===== config.mk =====
export PLATFORM = sky130hd
export DESIGN_NAME = signed_mult8x8_cpa_pipe_flat
export DESIGN_NICKNAME = d
export VERILOG_FILES = /design/src/rtl/signed_mult8x8_cpa_pipe_pkg.sv /design/src/rtl/signed_mult8x8_cpa_pipe_if.sv /design/src/rtl/signed_mult8x8_cpa_pipe_cpa_slice.sv /design/src/rtl/signed_mult8x8_cpa_pipe.sv /design/src/flat_wrapper.sv
export SDC_FILE = /design/constraint.sdc
export NUM_CORES = 1
export LEC_CHECK = 0
export CORE_MARGIN = 2
export CORE_UTILIZATION = 50
export CTS_BUF_LIST = sky130_fd_sc_hd__clkbuf_2
export CTS_CLUSTER_DIAMETER = 40
export DETAILED_ROUTE_END_ITERATION = 10
export PLACE_DENSITY = 0.82
export SETUP_SLACK_MARGIN = 0.02
export SLEW_MARGIN = 20
export SYNTH_ARGS = -nofsm -noshare
export SYNTH_HDL_FRONTEND = slang
export SYNTH_HIERARCHICAL = 1
export SYNTH_SLANG_ARGS = --single-unit

===== constraint.sdc =====
create_clock -name clk -period 2.9 [get_ports clk]
set_input_delay 0.29 -clock clk [delete_from_list [all_inputs] [get_ports clk]]
set_output_delay 0.29 -clock clk [all_outputs]
set_load 0.01 [all_outputs]

===== src/rtl/signed_mult8x8_cpa_pipe_pkg.sv =====
`default_nettype none
// ============================================================================
//  Module   : mult_pkg
//  Brief    : Shared widths and row/tag types for the signed 8x8 CPA pipeline.
//  Revision : 1.0
// ============================================================================
package mult_pkg;

  localparam int PP_W  = 16;
  localparam int SPLIT = 8;
  localparam int TAG_W = 4;

  typedef logic [PP_W-1:0]  pp_row_t;
  typedef logic [TAG_W-1:0] tag_t;

endpackage
`default_nettype wire


===== src/rtl/signed_mult8x8_cpa_pipe_if.sv =====
`default_nettype none
// ============================================================================
//  Module   : signed_mult8x8_cpa_pipe_if
//  Brief    : Operand/result handshake bundle between Wallace tree, CPA and FMA.
//  Revision : 1.0
// ============================================================================
interface signed_mult8x8_cpa_pipe_if;
  import mult_pkg::*;

  logic    flush;
  logic    in_valid;
  logic    in_ready;
  pp_row_t pp0;
  pp_row_t pp1;
  tag_t    in_tag;
  logic    out_valid;
  logic    out_ready;
  pp_row_t product;
  tag_t    out_tag;

  modport master (
    output flush, in_valid, pp0, pp1, in_tag, out_ready,
    input  in_ready, out_valid, product, out_tag
  );

  modport slave (
    input  flush, in_valid, pp0, pp1, in_tag, out_ready,
    output in_ready, out_valid, product, out_tag
  );

endinterface
`default_nettype wire


===== src/rtl/signed_mult8x8_cpa_pipe_cpa_slice.sv =====
`default_nettype none
// ============================================================================
//  Module   : cpa_slice
//  Brief    : Combinational W-bit ripple adder slice with carry in and out.
//  Revision : 1.0
// ============================================================================
module cpa_slice #(
  parameter int W = 8
) (
  input  logic [W-1:0] a,
  input  logic [W-1:0] b,
  input  logic         cin,
  output logic [W-1:0] sum,
  output logic         cout
);

  assign {cout, sum} = {1'b0, a} + {1'b0, b} + {{W{1'b0}}, cin};

endmodule
`default_nettype wire


===== src/rtl/signed_mult8x8_cpa_pipe.sv =====
`default_nettype none
// ============================================================================
//  Module   : signed_mult8x8_cpa_pipe
//  Brief    : Two-stage valid/ready carry-propagate adder merging the Wallace
//             tree's carry-save rows into the final 16-bit signed product.
//  Revision : 1.0
// ============================================================================
module signed_mult8x8_cpa_pipe
  import mult_pkg::*;
(
  input  logic                            clk,
  input  logic                            rst,
  signed_mult8x8_cpa_pipe_if.slave        bus
);

  localparam int HI_W = PP_W - SPLIT;

  logic             live;
  logic             s1_valid;
  logic             s2_valid;
  logic             s1_adv;
  logic             s2_adv;
  logic             in_ready;

  logic [SPLIT-1:0] s1_sum_lo;
  logic             s1_c1;
  logic [HI_W-1:0]  s1_pp0_hi;
  logic [HI_W-1:0]  s1_pp1_hi;
  tag_t             s1_tag;

  logic [SPLIT-1:0] lo_sum;
  logic             lo_cout;
  logic [HI_W-1:0]  hi_sum;
  // Tree rows are already sign-extended, so the MSB carry carries no information.
  logic             unused_msb_carry;

  pp_row_t          prod_reg;
  tag_t             tag_reg;

  cpa_slice #(.W(SPLIT)) u_lo_slice (
    .a    (bus.pp0[SPLIT-1:0]),
    .b    (bus.pp1[SPLIT-1:0]),
    .cin  (1'b0),
    .sum  (lo_sum),
    .cout (lo_cout)
  );

  cpa_slice #(.W(HI_W)) u_hi_slice (
    .a    (s1_pp0_hi),
    .b    (s1_pp1_hi),
    .cin  (s1_c1),
    .sum  (hi_sum),
    .cout (unused_msb_carry)
  );

  // live keeps in_ready low until the first edge after reset release.
  always_comb begin
    s2_adv   = s1_valid && (!s2_valid || bus.out_ready);
    in_ready = live && (bus.flush || !s1_valid || s2_adv);
    s1_adv   = bus.in_valid && in_ready;
  end

  always_ff @(posedge clk or posedge rst) begin
    if (rst) begin
      live     <= 1'b0;
      s1_valid <= 1'b0;
      s2_valid <= 1'b0;
    end else begin
      live <= 1'b1;
      if (bus.flush) begin
        s1_valid <= 1'b0;
        s2_valid <= 1'b0;
      end else begin
        if (s1_adv) begin
          s1_valid <= 1'b1;
        end else if (s2_adv) begin
          s1_valid <= 1'b0;
        end
        if (s2_adv) begin
          s2_valid <= 1'b1;
        end else if (bus.out_ready) begin
          s2_valid <= 1'b0;
        end
      end
    end
  end

  always_ff @(posedge clk) begin
    if (s1_adv) begin
      s1_sum_lo <= lo_sum;
      s1_c1     <= lo_cout;
      s1_pp0_hi <= bus.pp0[PP_W-1:SPLIT];
      s1_pp1_hi <= bus.pp1[PP_W-1:SPLIT];
      s1_tag    <= bus.in_tag;
    end
  end

  always_ff @(posedge clk or posedge rst) begin
    if (rst) begin
      prod_reg <= '0;
      tag_reg  <= '0;
    end else if (s2_adv) begin
      prod_reg <= {hi_sum, s1_sum_lo};
      tag_reg  <= s1_tag;
    end
  end

  assign bus.in_ready  = in_ready;
  assign bus.out_valid = s2_valid;
  assign bus.product   = prod_reg;
  assign bus.out_tag   = tag_reg;

endmodule
`default_nettype wire


===== src/flat_wrapper.sv =====
// flat-port wrapper written by rule: the top's interface ports become plain ports
module signed_mult8x8_cpa_pipe_flat import mult_pkg::*;
  (clk, rst, bus_flush, bus_in_valid, bus_pp0, bus_pp1, bus_in_tag, bus_out_ready, bus_in_ready, bus_out_valid, bus_product, bus_out_tag);
  signed_mult8x8_cpa_pipe_if bus_i ();
  input  logic clk;
  input  logic rst;
  input wire logic [$bits(bus_i.flush)-1:0] bus_flush;
  input wire logic [$bits(bus_i.in_valid)-1:0] bus_in_valid;
  input wire logic [$bits(bus_i.pp0)-1:0] bus_pp0;
  input wire logic [$bits(bus_i.pp1)-1:0] bus_pp1;
  input wire logic [$bits(bus_i.in_tag)-1:0] bus_in_tag;
  input wire logic [$bits(bus_i.out_ready)-1:0] bus_out_ready;
  output wire logic [$bits(bus_i.in_ready)-1:0] bus_in_ready;
  output wire logic [$bits(bus_i.out_valid)-1:0] bus_out_valid;
  output wire logic [$bits(bus_i.product)-1:0] bus_product;
  output wire logic [$bits(bus_i.out_tag)-1:0] bus_out_tag;
  assign bus_i.flush = bus_flush;
  assign bus_i.in_valid = bus_in_valid;
  assign bus_i.pp0 = bus_pp0;
  assign bus_i.pp1 = bus_pp1;
  assign bus_i.in_tag = bus_in_tag;
  assign bus_i.out_ready = bus_out_ready;
  assign bus_in_ready = bus_i.in_ready;
  assign bus_out_valid = bus_i.out_valid;
  assign bus_product = bus_i.product;
  assign bus_out_tag = bus_i.out_tag;
  signed_mult8x8_cpa_pipe u_core (.clk(clk), .rst(rst), .bus(bus_i));
endmodule

* Word level (Yosys, flattened, before mapping) *
Index checks and enable logic that the tools add are counted.

storage, ports and cells
  register bits = 52
  bits of input ports = 41
  output and inout bits = 22
  word-level logic and storage cells = 29

cells by class
  add/sub/neg operators = 3
  multiplexer cells = 6
  reductions and logical operators = 10

operators with widths
  operator           count
  $add 8x8->9        1
  $add 8x1->8        1
  $add 8x8->8        1
  $mux 1             6
  $reduce_bool 3->1  2
  $logic_and 1x1->1  3
  $logic_or 1x1->1   3
  $logic_not 1->1    2

* Logic depth before layout (Yosys ltp) *
  depth in word-level cells = 8
  mapped depth = 6
  gate-level depth less buffers = 6

* By module *
Netlist, hierarchy kept.

by module, submodules not included
  module                          instances  cells an instance  area an instance (um^2)  seq. area each (um^2)
  signed_mult8x8_cpa_pipe         1          88                 1760.4                   1446.4
  cpa_slice at u_core.u_hi_slice  1          40                 331.6                    0.0
  cpa_slice at u_core.u_lo_slice  1          42                 331.6                    0.0

* Least setup slack after synthesis *
No wires, ideal clock.

  path type = register to register
  start point = register u_core.s2_valid, in the netlist u_core/bus.out_valid
  end point = register u_core.s1_c1, enable pin
  setup time = 415 ps
  data arrival time = 1828 ps
  path slack = 657 ps
  cell stages (with the launch flop) = 4
  path buffers = 0
  cells stage by stage = dfrtp_1 > nand3b_1 > nor2_1 > nor2_1

on the way
  longest elaborated chain between the ends = 6

RTL lines
  item                     line                           RTL
  from (decl)              signed_mult8x8_cpa_pipe.sv:20  logic s2_valid;
  from (signal assigned)   signed_mult8x8_cpa_pipe.sv:67  s2_valid <= 1'b0;
  from (signal assigned)   signed_mult8x8_cpa_pipe.sv:72  s2_valid <= 1'b0;
  from (signal assigned)   signed_mult8x8_cpa_pipe.sv:80  s2_valid <= 1'b1;
  $logic_not 1->1          signed_mult8x8_cpa_pipe.sv:58  s2_adv = s1_valid && (!s2_valid || bus.out_ready);
  $logic_or 1x1->1         signed_mult8x8_cpa_pipe.sv:58
  $logic_and 1x1->1        signed_mult8x8_cpa_pipe.sv:58
  $logic_or 1x1->1         signed_mult8x8_cpa_pipe.sv:59  in_ready = live && (bus.flush || !s1_valid || s2_adv);
  $logic_and 1x1->1        signed_mult8x8_cpa_pipe.sv:59
  $logic_and 1x1->1        signed_mult8x8_cpa_pipe.sv:60  s1_adv = bus.in_valid && in_ready;
  named net u_core.s1_adv  signed_mult8x8_cpa_pipe.sv:21  logic s1_adv;
  to (signal assigned)     signed_mult8x8_cpa_pipe.sv:91  s1_c1 <= lo_cout;
  to (decl)                signed_mult8x8_cpa_pipe.sv:26  logic s1_c1;

The timed path passes the listed nets, and every way through them passes these cells.
A chain may end at the register's enable or synchronous reset.

* Worst setup path after layout *
  start point = register u_core.s1_pp0_hi[0]
  end point = register u_core.prod_reg[12], in the netlist u_core/bus.product[12]

on the way
  longest elaborated chain between the ends = 2

RTL lines
  item                        line                                     RTL
  from (decl)                 signed_mult8x8_cpa_pipe.sv:27            logic [HI_W-1:0] s1_pp0_hi;
  from (signal assigned)      signed_mult8x8_cpa_pipe.sv:92            s1_pp0_hi <= bus.pp0[PP_W-1:SPLIT];
  $add 8x8->8                 signed_mult8x8_cpa_pipe_cpa_slice.sv:17  assign {cout, sum} = {1'b0, a} + {1'b0, b} + {{W{1'b0}}, cin};
  $add 8x1->8                 signed_mult8x8_cpa_pipe_cpa_slice.sv:17
  named net u_core.hi_sum[4]  signed_mult8x8_cpa_pipe.sv:33            logic [HI_W-1:0] hi_sum;
  to (signal assigned)        signed_mult8x8_cpa_pipe.sv:103           prod_reg <= {hi_sum, s1_sum_lo};
  to (decl)                   signed_mult8x8_cpa_pipe.sv:37            pp_row_t prod_reg;

The timed path passes the listed nets, and every way through them passes these cells.

==> flow_summary.ini <==
[sta]
post-route-period-util_pct = 73.4
achievable-frequency_mhz = 469
setup_slack_ns = 0.770
worst-slew-pin-transition_ns = 0.914
totalNegativeSetupSlack_ns = 0
timing.final.max_slew_violations = 0
rsz0062_at_grt = false
count_of_final_hold_check_violations = 0
finalCriticalPeriod_ns = 2.13
timing.clock.skew_ns = 0.0248
setup_violations = 0
timing.max_slew.rel_slack_pct = 39.0

[yosys]
syn_nets = 226
yosysWarnings = 6
synth.avg_cell_area_sq_um = 14.4
syn-cell-area_sq_um = 2410
postSynthCellCount = 167

[floorplan]
initial_core_util_pct = 51.4
pin_count = 63
dieHeight_um = 73.4
design.core.area_sq_um = 4690
floorplan.die.width_um = 73.4
fp-row-count = 25
die-area_sq_um = 5390

[cells_and_area]
syn_to_final_growth_pct = 30.6
antenna_cells_inserted = 0
postLayoutCellArea_sq_um = 3150
layout.cells.non_filler = 293
finalNetCount = 297
layout-drive-gt1-share_pct = 15.1

[cts]
number_of_levels_the_h_tree_was_split_into = 2
tritoncts.num_buffers = 5
cts.hold.buffers_added = 0
cts_post_setup_buffers_inserted = 0
tritoncts = built
cts.reportedPaths.clkPinSlew_ns = 0.24
clk_latency_ns = 0.42
cts-root-to-sink-buffers = 2
cts-resized-gates = 0
cts_sinks = 52
clockRootBuffer = clkbuf_2

[power_and_ir_drop]
max-vdd-ir-drop_uv = 283
total_leakage_power_nw = 1.26
cellPowerDensity_nw_per_um2 = 521

[placed_design]
postPlaceCellArea_sq_um = 3110
dpl_worst_slack_ns = 0.488
dpl_cells = 285
dp_hpwl_um = 3180
gp_congestion = 0.807
numPortBuffers = 62

[global_routing]
grt_pass1_vias = 1495
grt_start_max_net_pins = 24
globalRouteMet2Util_pct = 27.3
grt-busiest-layer = met2
use_met3_pct = 4.94
global_route.overflow_total = 0
use_met1_pct = 22.1
grt_util_all_layers_pct = 17.1
antenna_found_initial = 0
grt_first_pass_wirelength_um = 6870

[hold_path]
holdCritPathClass = in -> async

[critical_path]
cp.required_ns = 3.25
startpoint_class_of_the_critical_path = flop
worstPathArrival_ns = 2.48
critical_path.max_fanout = 2
critPathCaptureType = flop
timing_worst_setup_path_type = reg -> reg

[route]
detail_route.drc_violations = 0
detailedRoute.firstPassIterationCount = 4
detailedRoute.firstIterationViolations = 123
drt.antenna.violating_nets = 0
finalWirelength_um = 4210
vias = 1602
detail_route.vias_per_cell = 5.47
wl_per_cell_um = 14.4

[status]
outcome = finished, final reports clean

[run]
maxCapViolCount = 0
## final timing paths
check / startpoint / end / slack (ns) / depth (start not counted)
setup reg to reg: u_core/s1_pp0_hi[0] / u_core/bus.product[12] / 0.77 / 6
setup / recovery: u_core/s1_pp0_hi[0] / u_core/bus.product[12] / 0.77 / 6
hold / removal: rst / u_core/bus.product[11] / 0.33 / 2
hold reg to reg: u_core/s1_sum_lo[0] / u_core/bus.product[0] / 0.49 / 1
min in group clk: bus_pp0[14] / u_core/s1_pp0_hi[6] / 0.39 / 1
max in group asynchronous: rst / u_core/bus.product[8] / 2.00 / 2
## where the power goes
part	internal, mW	switching, mW
Combinational	0.273	0.176
Clock	0.0541	0.211
Sequential	0.881	0.0426
## critical path, cell delays in order (launching register included)
cell and delay, ns:
edfxtp_1 0.44, fa_1 0.48, fa_1 0.43, a21oi_1 0.24
o21bai_1 0.10, xor2_1 0.14, mux2_2 0.25
## sequential cells by signal, summed over array words and instances (netlist names)
signal / flops
u_core/s1_valid: 1
u_core/s1_sum_lo: 8
u_core/bus.product: 16
u_core/s1_pp1_hi: 8
u_core/bus.out_tag: 4
u_core/s1_c1: 1
u_core/bus.out_valid: 1
u_core/s1_pp0_hi: 8
u_core/live: 1
u_core/s1_tag: 4
## area by class of cell
class | instances | area, sq um
tap | 54 | 67.6
clock inverter | 3 | 13.8
sequential | 52 | 1450
clock buffer | 5 | 25.0
inverter | 9 | 33.8
timing repair buffer | 66 | 651
multi-input combinational | 104 | 910
fill | 366 | 1550
## placed cells by master (no fill, tap or decap), types with 5 or more instances in the layout
| cell type | count |
|---|---|
| clkdlybuf4s50_1 | 62 |
| edfxtp_1 | 29 |
| dfrtp_1 | 23 |
| mux2_2 | 19 |
| ha_1 | 14 |
| a21oi_1 | 10 |
| inv_1 | 7 |
| clkbuf_2 | 5 |
| nand2_1 | 5 |
## metal layers
layer / up-vias / part of all wire, %
met1: 781 / 44
met2: 55 / 48
met3: 7 / 6.4
met4: 0 / 2.0
li1: 759 / -
met5: - / 0
## stage by stage
step	power, mW	utilization (%)	hold WS, ns
floorplan	1.15	-	0.292
global placement	1.38	66.2	0.436
detailed placement	1.39	66.2	0.444
CTS	1.66	67.1	0.321
global route	1.73	67.1	0.335
finish	1.64	67.1	0.328
(Power assumes the default switching activity.)
